==> config.mk <==
export PLATFORM = sky130hd
export DESIGN_NAME = quadra_out_buf_flat
export DESIGN_NICKNAME = d
export VERILOG_FILES = /design/src/rtl/quadra_out_buf_if.sv /design/src/rtl/quadra_out_buf.sv /design/src/flat_wrapper.sv
export SDC_FILE = /design/constraint.sdc
export NUM_CORES = 1
export LEC_CHECK = 0
export ABC_AREA = 0
export CORE_MARGIN = 10
export CORE_UTILIZATION = 45
export DETAILED_ROUTE_END_ITERATION = 10
export GPL_TIMING_DRIVEN = 0
export PLACE_DENSITY = 0.66
export SLEW_MARGIN = 20
export SYNTH_ARGS = -nofsm -noshare
export SYNTH_HDL_FRONTEND = slang
export SYNTH_SLANG_ARGS = --single-unit
==> constraint.sdc <==
create_clock -name clk -period 3.8 [get_ports clk]
set_input_delay 0.57 -clock clk [delete_from_list [all_inputs] [get_ports clk]]
set_output_delay 0.57 -clock clk [all_outputs]
set_load 0.1 [all_outputs]
==> src/rtl/quadra_out_buf_if.sv <==
// Upstream (quadra side) and downstream valid/ready signals of quadra_out_buf in one bundle.
interface quadra_out_buf_if #(
   parameter int unsigned Y_W = 24
);
   logic           in_vld;
   logic           in_rdy;
   logic [Y_W-1:0] y;
   logic           out_vld;
   logic           out_rdy;
   logic [Y_W-1:0] out_y;

   // The buffer itself
   modport slave  (input in_vld, y, out_rdy, output in_rdy, out_vld, out_y);
   // Upstream producer / downstream consumer
   modport master (output in_vld, y, out_rdy, input in_rdy, out_vld, out_y);
endinterface

==> src/rtl/quadra_out_buf.sv <==
// Output buffer behind quadra: a valid delay line matched to quadra latency feeds a FWFT FIFO.
// Upstream is throttled by credits, so every accepted sample has a FIFO slot when its y arrives.
module quadra_out_buf #(
   parameter  int unsigned Y_W   = 24,
   parameter  int unsigned LAT   = 3,
   parameter  int unsigned DEPTH = 8,
   localparam int unsigned LVL_W = $clog2(DEPTH + 1)
) (
   input  logic             clk,
   input  logic             rst_b,
   input  logic             flush,
   quadra_out_buf_if.slave  bus,
   output logic [LVL_W-1:0] level,
   output logic             err
);

   localparam int unsigned PTR_W = (DEPTH > 1) ? $clog2(DEPTH) : 1;
   localparam int unsigned SUM_W = LVL_W + 1;

   logic [LAT-1:0]   vld_d;
   logic [Y_W-1:0]   mem [DEPTH];
   logic [PTR_W-1:0] wr_ptr;
   logic [PTR_W-1:0] rd_ptr;
   logic [Y_W-1:0]   out_y_q;

   logic             acc_c;
   logic             push_c;
   logic             push_ok_c;
   logic             pop_c;
   logic             full_c;
   logic [LVL_W-1:0] inflight_c;
   logic [SUM_W-1:0] credit_c;

   // Modulo-DEPTH increment; DEPTH need not be a power of two
   function automatic logic [PTR_W-1:0] ptr_inc(input logic [PTR_W-1:0] p);
      return (p == PTR_W'(DEPTH - 1)) ? '0 : p + PTR_W'(1);
   endfunction

   // Samples still inside quadra, each already holding a reserved slot
   always_comb begin
      inflight_c = '0;
      for (int i = 0; i < int'(LAT); i++) begin
         inflight_c = inflight_c + LVL_W'(vld_d[i]);
      end
   end

   assign credit_c    = SUM_W'(level) + SUM_W'(inflight_c);
   assign bus.in_rdy  = (credit_c < SUM_W'(DEPTH));
   assign bus.out_vld = (level != '0);
   assign bus.out_y   = out_y_q;

   assign acc_c     = bus.in_vld & bus.in_rdy;
   assign pop_c     = bus.out_vld & bus.out_rdy;
   assign push_c    = vld_d[LAT-1];
   assign full_c    = (level == LVL_W'(DEPTH));
   assign push_ok_c = push_c & (~full_c | pop_c);

   // Control state: delay line, pointers, occupancy, sticky overflow
   always_ff @(posedge clk) begin
      if (!rst_b || flush) begin
         vld_d  <= '0;
         wr_ptr <= '0;
         rd_ptr <= '0;
         level  <= '0;
         err    <= 1'b0;
      end else begin
         vld_d <= LAT'({vld_d, acc_c});
         if (push_ok_c) begin
            wr_ptr <= ptr_inc(wr_ptr);
         end
         if (pop_c) begin
            rd_ptr <= ptr_inc(rd_ptr);
         end
         case ({push_ok_c, pop_c})
            2'b10:   level <= level + LVL_W'(1);
            2'b01:   level <= level - LVL_W'(1);
            default: level <= level;
         endcase
         if (push_c && full_c && !pop_c) begin
            err <= 1'b1;
         end
      end
   end

   // Storage array, no reset needed
   always_ff @(posedge clk) begin
      if (push_ok_c) begin
         mem[wr_ptr] <= bus.y;
      end
   end

   // Head register: bypass y when the FIFO is (or becomes) empty, else prefetch the next entry
   always_ff @(posedge clk) begin
      if (!rst_b) begin
         out_y_q <= '0;
      end else if (!flush) begin
         if (push_ok_c && ((level == '0) || ((level == LVL_W'(1)) && pop_c))) begin
            out_y_q <= bus.y;
         end else if (pop_c) begin
            out_y_q <= mem[ptr_inc(rd_ptr)];
         end
      end
   end

   a_no_overflow: assert property (@(posedge clk) disable iff (!rst_b) !err);

endmodule

==> src/flat_wrapper.sv <==
// flat-port wrapper written by rule: the top's interface ports become plain ports
module quadra_out_buf_flat 
#(
   parameter  int unsigned Y_W   = 24,
   parameter  int unsigned LAT   = 3,
   parameter  int unsigned DEPTH = 8,
   localparam int unsigned LVL_W = $clog2(DEPTH + 1)
)
  (clk, rst_b, flush, level, err, bus_in_vld, bus_y, bus_out_rdy, bus_in_rdy, bus_out_vld, bus_out_y);
  quadra_out_buf_if #(.Y_W(Y_W)) bus_i ();
  input  logic clk;
  input  logic rst_b;
  input  logic flush;
  output logic [LVL_W-1:0] level;
  output logic err;
  input wire logic [$bits(bus_i.in_vld)-1:0] bus_in_vld;
  input wire logic [$bits(bus_i.y)-1:0] bus_y;
  input wire logic [$bits(bus_i.out_rdy)-1:0] bus_out_rdy;
  output wire logic [$bits(bus_i.in_rdy)-1:0] bus_in_rdy;
  output wire logic [$bits(bus_i.out_vld)-1:0] bus_out_vld;
  output wire logic [$bits(bus_i.out_y)-1:0] bus_out_y;
  assign bus_i.in_vld = bus_in_vld;
  assign bus_i.y = bus_y;
  assign bus_i.out_rdy = bus_out_rdy;
  assign bus_in_rdy = bus_i.in_rdy;
  assign bus_out_vld = bus_i.out_vld;
  assign bus_out_y = bus_i.out_y;
  quadra_out_buf #(.Y_W(Y_W), .LAT(LAT), .DEPTH(DEPTH)) u_core (.clk(clk), .rst_b(rst_b), .flush(flush), .bus(bus_i), .level(level), .err(err));
endmodule
# Word-level counts from Yosys, hierarchy flattened

Memory sizes are Yosys's and may differ from the RTL's.
Cells that the tools add are included.

Flip-flop bits (word level): 38
Latch bits: 0
Memory bits (writable): 192
Memory bits (read-only): 0
Output and inout port bits: 31
Memories: 1

Add/sub/neg operators: 7
$mul: 0
Div/mod/pow operators: 0
$lt $le $gt $ge: 1
Equal/unequal tests: 6
Shift operators: 0
Mux-type cells: 7
Bitwise logic cells: 6
Reductions and logical operators: 13

Memories:

| name       | depth | width | read ports | clocked after Yosys merged registers in | write ports | RTL line             | RTL |
|---|---|---|---|---|---|---|---|
| u_core.mem | 8     | 24    | 1          | 0                                       | 1           | quadra_out_buf.sv:21 | `logic [Y_W-1:0] mem [DEPTH];` |

Operators by type and width:

| kind                                                                  | number |
|---|---|
| 24-bit 2-to-1 mux                                                     | 2 |
| 4-bit one-hot mux with 2 select lines                                 | 1 |
| 3-bit by 1-bit adder with 3-bit output, second input constant         | 2 |
| 3-bit equality test, second input constant                            | 2 |
| 3-bit 2-to-1 mux                                                      | 2 |
| 4-bit by 4-bit adder with 5-bit output                                | 1 |
| 5-bit by 4-bit < comparator with 1-bit output, second input constant  | 1 |
| 4-bit by 1-bit adder with 4-bit output                                | 1 |
| 4-bit by 1-bit adder with 4-bit output, second input constant         | 1 |
| 4-bit by 1-bit equality test with 1-bit output, second input constant | 1 |
| 4-bit equality test, second input constant                            | 1 |
| 1-bit logical AND                                                     | 4 |
| 4-bit logical NOT                                                     | 1 |
| 2-bit nonzero test                                                    | 2 |
| 4-bit nonzero test                                                    | 1 |
| 4-bit by 1-bit subtractor with 4-bit output, second input constant    | 1 |
| 1-bit AND                                                             | 3 |
| 1-bit by 1-bit adder with 2-bit output                                | 1 |
| 2-bit by 1-bit equality test with 1-bit output, second input constant | 1 |
| 2-bit equality test, second input constant                            | 1 |
| 1-bit logical NOT                                                     | 2 |
| 1-bit logical OR                                                      | 2 |
| 1-bit 2-to-1 mux                                                      | 2 |
| 1-bit inverter                                                        | 2 |
| 2 further kinds                                                       | 2 |

# Logic depth before layout (Yosys ltp)

Depth in word-level cells: 7
Mapped depth: 11
Gate-level depth less buffers: 10

# Least setup slack after synthesis

No wires, ideal clock.

Path type: register to register
Start point: register u_core.level[1]
End point: memory u_core.mem[0][0], enable pin
Library setup time: 0.466 ns
Arrival time: 4.349 ns
Required time: 3.334 ns
Slack: -1.015 ns
Cell stages (with the launch flop): 7
Buffers on the path: 1
Clock period less this slack: 4.815 ns
Cell sequence: dfxtp_1 > inv_1 > ha_1 > nor4bb_1 > nand2b_1 > clkbuf_1 > nor4_1

Word-level cells in the longest chain between the ends: 6
Elaborated cells on any way between the ends: 8
Those cells by class: eq/ne (1); mux (2); bitwise (4); reduce/logical (1)

Ends and longest elaborated chain:

| item                                                             | RTL line                                   | RTL |
|---|---|---|
| start: declaration                                               | quadra_out_buf.sv:13                       | `output logic [LVL_W-1:0] level,` |
| start signal: assignment                                         | quadra_out_buf.sv:75                       | `2'b10: level <= level + LVL_W'(1);` |
| start signal: assignment                                         | quadra_out_buf.sv:76                       | `2'b01: level <= level - LVL_W'(1);` |
| start signal: assignment                                         | quadra_out_buf.sv:77                       | `default: level <= level;` |
| 4-bit nonzero test / 4-bit equality test (equally long branches) | quadra_out_buf.sv:49, quadra_out_buf.sv:55 |  |
| 1-bit AND / 1-bit inverter (equally long branches)               | quadra_out_buf.sv:53, quadra_out_buf.sv:56 |  |
| 1-bit bitwise OR *                                               | quadra_out_buf.sv:56                       | `assign push_ok_c = push_c & (~full_c \| pop_c);` |
| 1-bit AND *                                                      | quadra_out_buf.sv:56                       |  |
| 1-bit 2-to-1 mux *                                               | quadra_out_buf.sv:87                       | `if (push_ok_c) begin` |
| 1-bit 2-to-1 mux (implied by the code) *                         | quadra_out_buf.sv:88                       | `mem[wr_ptr] <= bus.y;` |
| end: declaration                                                 | quadra_out_buf.sv:21                       |  |

Mark *: on every way between the ends. The rest lies on a longest branch, timed or not.

# Worst setup path in the final report

Start point: register u_core.vld_d[2]
End point: output bus_in_rdy

Word-level cells in the longest chain between the ends: 3

Ends and longest elaborated chain:

| item                                          | RTL line             | RTL |
|---|---|---|
| start: declaration                            | quadra_out_buf.sv:20 | `logic [LAT-1:0] vld_d;` |
| start signal: assignment                      | quadra_out_buf.sv:67 | `vld_d <= LAT'({vld_d, acc_c});` |
| 4-bit by 1-bit adder with 4-bit output        | quadra_out_buf.sv:43 | `inflight_c = inflight_c + LVL_W'(vld_d[i]);` |
| 4-bit by 4-bit adder with 5-bit output        | quadra_out_buf.sv:47 | `assign credit_c = SUM_W'(level) + SUM_W'(inflight_c);` |
| 5-bit by 4-bit < comparator with 1-bit output | quadra_out_buf.sv:48 | `assign bus.in_rdy = (credit_c < SUM_W'(DEPTH));` |
| end: declaration                              | flat_wrapper.sv:19   | `output wire logic [$bits(bus_i.in_rdy)-1:0] bus_in_rdy;` |

Every way passes these cells.

==> metrics.md <==
| Metric | Value |
|---|---|
| Minimum clock period | 3520 ps |
| Final GP Congestion | 0.765 |
| Power share of the combinational group | 2.0% |
| CP max FO | 7 |
| Main synth FF type | edfxtp_1 |
| CP Class | flop to output pin |
| Total CTS buffers | 24 |
| Buffers & Inverters on Critical Path | 1 |
| # IOs | 60 |
| Number of global-route vias before repair | 5987 |
| Mapped cell area | 0.00922 mm2 |
| Clock share of power | 43.1% |
| Critical Path RT | 3230 ps |
| Max-slew violations | 0 |
| Setup TNS | 0 ps |
| Switching share of power | 19.2% |
| Full die area | 0.0266 mm2 |
| Slew @ Worst Pin | 993 ps |
| Post-synth cell types | 41 |
| Gr usage total | 15.7% |
| Final Cell Area | 0.0112 mm2 |
| Drt wl/cell | 21.5 um |
| Gr ovfl total | 0 |
| Final-stage net count | 743 |
| CTS tree | done |
| Layout area overhead | 21.0% |
| Sequential fraction of the synthesis area | 70.8% |
| Initial antenna violation count | 0 |
| Total number of vias | 5597 |
| Crit path max-delay family | buffers and inverters |
| Switching power | 0.000957 W |
| Drt first pass iters | 5 |
| Drt total wl | 21200 um |
| Avg Inst Size Synth | 15.4 um2 |
| Starting Density | 45.7% |
| Worst-path clk slew | 60 ps |
| Core area | 0.0202 mm2 |
| IO Port Bufs | 59 |
| Power per cell area | 446 mW/mm2 |
| Post-Syn Instances | 597 |
| DIE HEIGHT | 163 um |
| Worst min path class | flop to flop |
| Synth Register Bits | 230 |
| Post-detail-place hpwl | 14300 um |
| Largest net degree at the start of global routing | 18 |
| DRT iter0 DRCs | 295 |
| First-pass GRT wire length | 33000 um |
| Syn nets | 641 |
| Final period util | 92.7% |
| Fraction of layout cells with a size suffix above 1 | 13.8% |
| # DRC | 0 |
| Post-CTS Setup Repair Bufs | 0 |
| Number of max-cap violations | 0 |
| Crit-path max cell delay | 890 ps |
| Fmax | 0.284 GHz |
| Worst Path Arrival | 2950 ps |
| Die X | 163 um |
| Placed Area | 0.0104 mm2 |
| Internal cell power | 0.00402 W |
| Worst vdd ir | 0.000314 V |
| Endpoints failing setup | 0 |
| Vias per std cell | 5.68 |
| Slowest-stage cell, CP | dlygate4sd2_1 |
| Leak pwr | 3.62 nW |
| Antenna cells | 0 |
| Critical Path Sink Type | output pin |
| Post-synth EDFFs | 192 |
| Worst-path cell chain | fa_1 -> ha_1 -> a31o_2 -> a211oi_2 -> dlygate4sd2_1 |
| Fin. Hold Viols | 0 |
| Crit start category | flop |
| RSZ-0062 raised after global routing | no |
| CTS max path bufs | 3 |
| Root buffer cell | clkbuf_16 |
| Clock Latency Late Sink | 510 ps |
| Ys Warns | 0 |
| Layout Skew | 11.9 ps |
| Final ANT Viol Nets | 0 |
| H-Tree Depth | 1 |
| Async SR Flop Fraction | 0% |
| FP Rows | 52 |
| Slew headroom | 33.6% |
| Sequential share of power | 54.9% |
| Status | completed |
| Clock Sinks | 230 |
[repair_timing]
action,in CTS,in global routing
setup endpoints to repair,1,0
hold endpoints to repair,0,0
hold buffers,0,0
resized for setup,1,0
[placed cells by master (no fill, tap or decap), types with 20 or more instances in the layout]
cell type        count
a32o_1              48
dfxtp_1             38
clkdlybuf4s50_1     58
clkbuf_16           25
o32ai_2             20
nand2_1            101
edfxtp_1           192
clkbuf_1            29
mux2i_1             51
a22oi_1             24
[through the flow]
step | power [W] | util, % | hold WS (ps) | std cells | setup WS [ps]
2_1_floorplan | 0.00282 | - | 440 | 597 | -396
3_3_place_gp | 0.00288 | 50.4 | 453 | 926 | -1770
3_5_place_dp | 0.00288 | 51.7 | 463 | 943 | 95.0
4_1_cts | 0.00502 | 55.3 | 472 | 985 | 243
5_1_grt | 0.00512 | 55.3 | 498 | 985 | 169
6_report | 0.00498 | 55.3 | 480 | 985 | 279
[tightest hold or removal path, stage by stage, from the launching register on]
cell	delay, ps
dfxtp_1	320
nand2_1	60
a21oi_1	50
[power by group through the flow]
stage | registers [W] | logic [W] | clock network (W)
after floorplan | 0.00279 | 0.0000214 | 0
after global placement | 0.00279 | 0.0000945 | 0
after detailed placement | 0.00279 | 0.0000989 | 0
after CTS | 0.00273 | 0.0000995 | 0.00219
after global routing | 0.00273 | 0.000107 | 0.00228
final | 0.00273 | 0.0000989 | 0.00215
[synthesized netlist by cell type (all sizes together), types with 2 or more instances]
| library cell | n | area share, % |
|---|---|---|
| edfxtp | 192 | 63 |
| nand2 | 102 | 4.2 |
| mux2i | 52 | 5.7 |
| a32o | 48 | 5.2 |
| dfxtp | 38 | 8.2 |
| a22oi | 24 | 2.0 |
| o32ai | 24 | 3.9 |
| clkbuf | 22 | 0.90 |
| buf | 17 | 1.3 |
| ha | 14 | 1.9 |
| nor2 | 12 | 0.49 |
| a21oi | 8 | 0.43 |
| nand2b | 5 | 0.34 |
| nor3 | 5 | 0.27 |
| nor2b | 4 | 0.27 |
| and2 | 3 | 0.20 |
| inv | 3 | 0.12 |
| nand3 | 3 | 0.16 |
| or3 | 3 | 0.20 |
| a211oi | 2 | 0.16 |
| nor4 | 2 | 0.20 |
| xor2 | 2 | 0.19 |
[worst paths after layout]
path               startpoint               end  slack, ps  depth (start not counted)
max           u_core.vld_d[2]        bus_in_rdy        280                          5
min          u_core.rd_ptr[2]  u_core.rd_ptr[2]        480                          2
max reg2reg   u_core.level[1]   u_core.level[3]        610                         10
min reg2reg  u_core.rd_ptr[2]  u_core.rd_ptr[2]        480                          2
[sequential cells by signal, summed over array words and instances (netlist names)]
signal            flops
u_core.bus.out_y     24
u_core.vld_d          3
u_core.mem          192
u_core.err            1
u_core.wr_ptr         3
u_core.level          4
u_core.rd_ptr         3
[layout make-up]
| type | count | area [um2] |
|---|---|---|
| fill | 1623 | 9010 |
| tap | 270 | 338 |
| timing repair buffer | 76 | 808 |
| buffer | 39 | 199 |
| clock buffer | 35 | 693 |
| sequential | 230 | 6530 |
| clock inverter | 7 | 32.5 |
| inverter | 4 | 15.0 |
| multi-input combinational | 324 | 2550 |
[cell families after synthesis]
family	synth area share (%)
AO/OA/AOI/OAI	11.8
XOR/XNOR	0.285
buffers and inverters	2.32
adder cells (fa/ha/maj)	2.12
AND/OR/NAND/NOR	7.00
multiplexers	5.69
flip-flops	70.8
[layer usage]
layer,vias up,wire length (um),global-route usage (%)
li1,2550,-,-
met1,2806,8760,19.4
met2,201,10700,27.3
met3,40,1230,2.64
met4,0,516,5.12
met5,-,0,0
(Power assumes the default switching activity.)
